File: config.mk
export PLATFORM = sky130hd
export DESIGN_NAME = pipe_reg
export DESIGN_NICKNAME = d
export VERILOG_FILES = /design/src/rtl/pipe_reg.sv
export SDC_FILE = /design/constraint.sdc
export NUM_CORES = 1
export LEC_CHECK = 0
export CAP_MARGIN = 10
export CORE_MARGIN = 2
export CORE_UTILIZATION = 49
export CTS_CLUSTER_DIAMETER = 120
export DETAILED_ROUTE_END_ITERATION = 8
export GPL_ROUTABILITY_DRIVEN = 1
export PLACE_DENSITY = 0.75
export SLEW_MARGIN = 10
export SYNTH_ARGS = -nofsm -noshare
export SYNTH_HDL_FRONTEND = slang
export SYNTH_SLANG_ARGS = --single-unit
File: constraint.sdc
create_clock -name clk -period 2.1 [get_ports clk]
set_input_delay 0.21 -clock clk [delete_from_list [all_inputs] [get_ports clk]]
set_output_delay 0.21 -clock clk [all_outputs]
set_load 0.05 [all_outputs]
File: src/rtl/pipe_reg.sv
`default_nettype none
// ============================================================================
//  Module      : pipe_reg
//  Description : DEPTH-stage valid/ready pipeline register with bubble
//                collapse, synchronous flush and registered occupancy count.
//  Revision    : 1.0 - initial release
// ============================================================================
module pipe_reg #(
    parameter int WIDTH = 8,
    parameter int DEPTH = 4
) (
    input  logic                       clk,
    input  logic                       rst,
    input  logic                       flush,
    input  logic                       in_valid,
    output logic                       in_ready,
    input  logic [WIDTH-1:0]           in_data,
    output logic                       out_valid,
    input  logic                       out_ready,
    output logic [WIDTH-1:0]           out_data,
    output logic [$clog2(DEPTH+1)-1:0] occupancy
);

    localparam int OCC_W = $clog2(DEPTH + 1);

    logic [DEPTH-1:0]            v_q;
    logic [DEPTH-1:0]            v_d;
    logic [DEPTH-1:0][WIDTH-1:0] d_q;
    logic [DEPTH-1:0][WIDTH-1:0] d_d;
    logic [OCC_W-1:0]            occ_q;
    logic [OCC_W-1:0]            occ_d;
    logic [DEPTH-1:0]            stage_ready;

    // A stage can take a new word if it is empty or its own word moves on.
    always_comb begin
        stage_ready            = '0;
        stage_ready[DEPTH-1]   = ~v_q[DEPTH-1] | out_ready;
        for (int i = DEPTH - 2; i >= 0; i--) begin
            stage_ready[i] = ~v_q[i] | stage_ready[i+1];
        end
    end

    always_comb begin
        v_d = v_q;
        d_d = d_q;
        if (stage_ready[0]) begin
            v_d[0] = in_valid;
            if (in_valid) begin
                d_d[0] = in_data;
            end
        end
        for (int i = 1; i < DEPTH; i++) begin
            if (stage_ready[i]) begin
                v_d[i] = v_q[i-1];
                if (v_q[i-1]) begin
                    d_d[i] = d_q[i-1];
                end
            end
        end
        // Flush only drops valid bits; payload registers keep their contents.
        if (flush) begin
            v_d = '0;
        end
        occ_d = '0;
        for (int i = 0; i < DEPTH; i++) begin
            occ_d = occ_d + OCC_W'(v_d[i]);
        end
    end

    always_ff @(posedge clk) begin
        if (rst) begin
            v_q   <= '0;
            d_q   <= '0;
            occ_q <= '0;
        end else begin
            v_q   <= v_d;
            d_q   <= d_d;
            occ_q <= occ_d;
        end
    end

    assign in_ready  = stage_ready[0] & ~flush;
    assign out_valid = v_q[DEPTH-1];
    assign out_data  = d_q[DEPTH-1];
    assign occupancy = occ_q;

endmodule
`default_nettype wire

==> results.cfg, run 1 <==
[timing]
finalMaxSlewViolations = 0
worst_slew_pin_slew_ns = 0.5381
fin_skew_ns = 0.002501
postLayoutSetupSlackWorst_ns = 0.03219
fmax_mhz = 483.6
setup_violations = 0
rsz0062_at_grt = yes
finalCriticalPeriod_ns = 2.068
maxSlewHeadroom = 0.6413
fin_crit_sh = 0.9847
worst_hold_slack_ns = 0.4631
hold_viol_final = 0

[clocking]
cts_root_buf = clkbuf_8
cts_tree = built
cts_buffer_depth = 2
cts_htree_levels = 2
cts.sinks = 39
insertion_delay_ns = 0.29
clkSlewWorstSetupHoldPaths_ns = 0.08
cts_made_buffers = 5

[grt]
grt_pass1_wl_mm = 6.327
grt.total_usage = 0.1863
grt_max_degree = 39
antenna_found_initial = 0
overflow = 0
grt_pass1_vias = 1469

[critical_path]
path_class = flip-flop to flip-flop
critPathMaxFanout = 3
worstPathArrival_ns = 2.25
cp-end-kind = flip-flop
required_ns = 2.28
cp-start-kind = flip-flop

[status]
status = finished, final reports clean

[floorplanning]
fp-row-count = 22
core_mm2 = 0.003716
start_util = 0.5175
die_w_um = 66.65
die_h_um = 66.65
io_pins = 26
dieArea_mm2 = 0.004442

[place]
dp_hpwl_mm = 2.420
postPlaceCellArea_mm2 = 0.002173
portBuffers = 25
gp_congestion = 0.7704
dp_slack_ns = -0.4603

[final_layout]
layout-drive-gt1-share = 0.1379
n_antenna_cell = 0
fin_util = 0.6232
area_growth_syn_to_layout_pct = 20.43
nets = 247
stdcell_area_mm2 = 0.002316

[synthesis]
synth_top_cell_by_area = dfxtp_1
synth.distinct_cells = 29
yosys-top-cells-area = dfxtp_1, nand2b_1, buf_4
synth-seq-cells = 39
syn_avg_cell_area_um2 = 8.945
yosysTopAreaCellShare = 0.4060
yosysWarnings = 0
syn_inst = 215
yosysSeqAreaShare = 0.4060
synth_fp_nets = 231
synth_area_mm2 = 0.001923

[power]
peakVddDrop_uv = 353.2
switching_share = 0.2123
clockPowerShare = 0.451
switching_power_mw = 0.3517
p_leak_nw = 0.8489
power_frac_comb = 0.082
p_int_mw = 1.305
power_density_mw_per_mm2 = 715.3
p_seq_frac = 0.467

[routing]
wl_per_cell_um = 13.01
drtIter0Drc = 136
antenna_left = 0
routed_via_density = 5.529
vias = 1548
drc = 0
firstDrtPassIters = 6
routed_wl_mm = 3.642

[worst_hold_path]
hp-class = flip-flop to flip-flop

[job]
maxCapViolCount = 0
[cell usage in the layout (no fill, tap or decap), types with 3 or more instances in the layout]
master and n:
a21oi_1 16, dfxtp_1 37, nand2_1 8, o21ai_0 16, inv_1 4, nand2b_1 17, nor2_1 3, clkdlybuf4s50_1 22
buf_4 11, nor3b_1 8, o32ai_1 8, mux2i_1 8, nand4b_1 8, or3_1 8, nor2b_1 4, nand3_1 16
nor3_1 11, clkbuf_8 5
[Yosys cell counts, drive strengths merged]
| cell type | count |
|---|---|
| inv | 4 |
| o21ai | 17 |
| a21o | 1 |
| o32ai | 8 |
| or2 | 2 |
| nand2 | 8 |
| nor2 | 3 |
| nand2b | 17 |
| nand4b | 8 |
| ha | 2 |
| nor2b | 4 |
| nor3b | 8 |
| and2 | 1 |
| or3 | 8 |
| nand3b | 1 |
| mux2i | 8 |
| and3b | 1 |
| nand3 | 16 |
| dfxtp | 39 |
| a21oi | 17 |
| fa | 1 |
| a31oi | 2 |
| clkbuf | 3 |
| buf | 24 |
| nor3 | 11 |
| a21boi | 1 |
[per-stage QoR]
| stage | power [mW] | std cells | TNS (ns) |
|---|---|---|---|
| floorplan | 0.8820 | 215 | -0.3554 |
| global route | 1.715 | 280 | -0.03832 |
| finish | 1.657 | 280 | 0 |
| detailed placement | 0.9291 | 272 | -1.175 |
| global placement | 0.9265 | 272 | -1.088 |
| CTS | 1.666 | 280 | 0 |
[logic make-up after synthesis]
logic type	synth area share
buf+inv	0.1015
fa+ha+maj	0.02342
simple gates	0.2804
flops	0.4060
mux	0.04164
compound gates	0.1470
[worst max-delay path, stage by stage (launching register included)]
cell	delay (ns)
dfxtp_4	0.34
and3b_4	0.23
a31oi_4	0.08
or2_4	0.24
fa_1	0.53
inv_1	0.04
ha_2	0.17
ha_4	0.20
nor2b_1	0.11
[sequential cells by signal (all words and copies together), names as in the netlist]
signal	count
occupancy	3
d_q	24
out_data	8
v_q	4
[area by class of cell]
type	count	area, um^2
Fill cell	328	1400
Multi-Input combinational cell	145	985.9
Sequential cell	39	785.8
Timing Repair Buffer	36	336.6
Clock buffer	6	72.57
Clock inverter	2	60.06
Tap cell	48	60.06
Inverter	4	15.01
[metal layers]
layer / vias to the layer above / wire length, um / track usage
met5: - / 0 / 0
met4: 0 / 65 / 0.07653
met3: 6 / 119 / 0.05743
met2: 22 / 1698 / 0.3088
met1: 734 / 1759 / 0.2226
li1: 786 / - / -
[timing repair]
action                                  CTS  global route
hold buffers                              0             0
gates resized for setup                   1             2
endpoints found under the setup margin    3             2
setup buffers                             0             0
pin swaps                                 0             6
[final timing paths]
path / startpoint / end / slack [ns] / cells past startpoint
setup / recovery: v_q[3]$_SDFF_PP0_ / occupancy[1]$_SDFF_PP0_ / 0.03 / 8
hold reg to reg: d_q[21]$_SDFFE_PP0P_ / out_data[5]$_SDFFE_PP0P_ / 0.46 / 2
hold / removal: d_q[21]$_SDFFE_PP0P_ / out_data[5]$_SDFFE_PP0P_ / 0.46 / 2
setup reg to reg: v_q[3]$_SDFF_PP0_ / occupancy[1]$_SDFF_PP0_ / 0.03 / 8
[power groups by stage]
stage / Combinational [mW] / Sequential (mW) / Clock [mW]
2_1_floorplan: 0.0900 / 0.792 / 0
3_3_place_gp: 0.135 / 0.791 / 0
3_5_place_dp: 0.137 / 0.792 / 0
4_1_cts: 0.136 / 0.775 / 0.754
5_1_grt: 0.149 / 0.777 / 0.788
6_report: 0.136 / 0.774 / 0.746
(Power assumes the default switching activity.)
==> inputs of run 2 (changes only) <==
==> constraint.sdc (replaced) <==
create_clock -name clk -period 1.67 [get_ports clk]
set_input_delay 0.167 -clock clk [delete_from_list [all_inputs] [get_ports clk]]
set_output_delay 0.167 -clock clk [all_outputs]
set_load 0.05 [all_outputs]
==> run 2 against run 1 <==
Against the previous run:
- the flow now finishes with violations (negative setup slack)
- cell area increased by 1.7%
- first-iteration DRC count decreased by 21%
- clock skew increased by 0.0014 ns
- total power increased by 9.3%
- combinational power increased by 34%
- non-clock buffer count increased by 7
- sequential share of layout area decreased by 0.63 points
- count of clock-buffer cells in the layout increased by 1
- largest power group unchanged
==> results.cfg, run 2 (synthesis gave the netlist of run 1 again) <==
[grt]
grt_pass1_wl_mm = 6.299
grt.total_usage = 0.1861
grt_pass1_vias = 1461
overflow = 0
antenna_found_initial = 0
grt_max_degree = 35

[timing]
fmax_mhz = 489.8
worst_hold_slack_ns = 0.4644
worst_slew_pin_slew_ns = 0.5099
setup_violations = 3
rsz0062_at_grt = yes
maxSlewHeadroom = 0.6590
fin_crit_sh = 1.222
finalMaxSlewViolations = 0
finalCriticalPeriod_ns = 2.041
postLayoutSetupSlackWorst_ns = -0.3715
hold_viol_final = 0
setup_tns_ns = -0.9203
fin_skew_ns = 0.003943

[clocking]
clkSlewWorstSetupHoldPaths_ns = 0.07
cts_made_buffers = 5
cts_buffer_depth = 2
cts_tree = built
insertion_delay_ns = 0.29
cts-hold-fix-buffers = 0
cts_htree_levels = 2
cts_root_buf = clkbuf_8
cts.sinks = 39
post_cts_buffers = 0

[final_layout]
fin_util = 0.6340
nets = 254
multi_input_area_mm2 = 0.001018
n_antenna_cell = 0
fill_cells = 336
layout-drive-gt1-share = 0.1757
largest_reg_flops = 24
layout_common_cells = dfxtp_1, clkdlybuf4s50_1, buf_4
regMostFlops = d_q
area_growth_syn_to_layout_pct = 22.51
stdcell_area_mm2 = 0.002356
final_common_cell = dfxtp_1
regArea_um2 = 784.5
layout.cells.non_filler = 287

[floorplanning]
io_pins = 26
die_h_um = 66.65
core_mm2 = 0.003716
dieArea_mm2 = 0.004442
start_util = 0.5175
fp-row-count = 22
die_w_um = 66.65

[critical_path]
cp-end-kind = flip-flop
cp-start-kind = flip-flop
required_ns = 1.85
worstPathArrival_ns = 2.22
path_class = flip-flop to flip-flop
critPathMaxFanout = 3

[routing]
wl_met1_mm = 1.820
wl_met2_mm = 1.786
wl_per_cell_um = 13.14
top_layer = met4
drc = 0
firstDrtPassIters = 4
drtIter0Drc = 108
dr_wl_met3_um = 107
routed_via_density = 5.505
antenna_left = 0
vias = 1580
routed_wl_mm = 3.771

[power]
p_leak_nw = 0.8697
finalPower_mw = 1.810
peakVddDrop_uv = 481.6
power_density_mw_per_mm2 = 768.3

[status]
status = finished with violations
violations = negative setup slack

[place]
gp_congestion = 0.7672
dp.cells = 279
portBuffers = 25
postPlaceCellArea_mm2 = 0.002223
dp_slack_ns = -0.8616
dp_hpwl_mm = 2.468

[worst_hold_path]
hp-class = flip-flop to flip-flop

[job]
maxCapViolCount = 0
run 2: cell types whose count changed in the layout (fill, tap and decap cells not counted), sizes merged:
cell / before / now
clkdlybuf4s50: 22 / 21
clkinv: 0 / 1
clkbuf: 6 / 7
bufinv: 2 / 0
buf: 13 / 21
run 2: final timing paths:
kind | depth (start not counted) | endpoint | startpoint | slack (ns)
max | 8 | occupancy[1]$_SDFF_PP0_ | v_q[3]$_SDFF_PP0_ | -0.37
min | 2 | d_q[23]$_SDFFE_PP0P_ | d_q[15]$_SDFFE_PP0P_ | 0.46
max reg2reg | 8 | occupancy[1]$_SDFF_PP0_ | v_q[3]$_SDFF_PP0_ | -0.37
min reg2reg | 2 | d_q[23]$_SDFFE_PP0P_ | d_q[15]$_SDFFE_PP0P_ | 0.46
run 2: report_power, final:
part	leakage [nW]	internal [mW]	switching, mW
Clock	0.0482	0.333	0.321
Combinational	0.503	0.0945	0.0872
Sequential	0.318	0.955	0.0193
run 2: final cells by class:
type,instances,area share
Clock inverter,1,0.002124
Clock buffer,7,0.03664
Multi-Input combinational cell,145,0.4323
Tap cell,48,0.02549
Inverter,4,0.006373
Timing Repair Buffer,43,0.1641
Sequential cell,39,0.3330
run 2: timing repair:
action                     4_1_cts  5_1_grt
setup endpoints to repair        4       12
resized for setup                5        2
pin swaps                        4        0
hold endpoints to repair         0        0
run 2: critical path: stages, from the launching register on:
cell and delay (ns):
dfxtp_4 0.34, and3b_4 0.23, a31oi_4 0.09, or2_4 0.24, fa_1 0.51, inv_2 0.05
ha_4 0.15, ha_4 0.20, nor2b_4 0.11
run 2: metal layers:
metal  GRT usage  up-vias
met5           0        -
met2      0.3125       27
li1            -      804
met4     0.08673        0
met1      0.2283      744
met3     0.03547        5
==> inputs of run 3 (changes only) <==
--- a/config.mk
+++ b/config.mk
@@ -11,6 +11,7 @@
 export CTS_CLUSTER_DIAMETER = 120
 export DETAILED_ROUTE_END_ITERATION = 8
 export GPL_ROUTABILITY_DRIVEN = 1
+export HOLD_SLACK_MARGIN = 0.1
 export PLACE_DENSITY = 0.75
 export SLEW_MARGIN = 10
 export SYNTH_ARGS = -nofsm -noshare
==> results of run 3 <==
The final DEF is identical to that of run 2; final timing and power are the same.
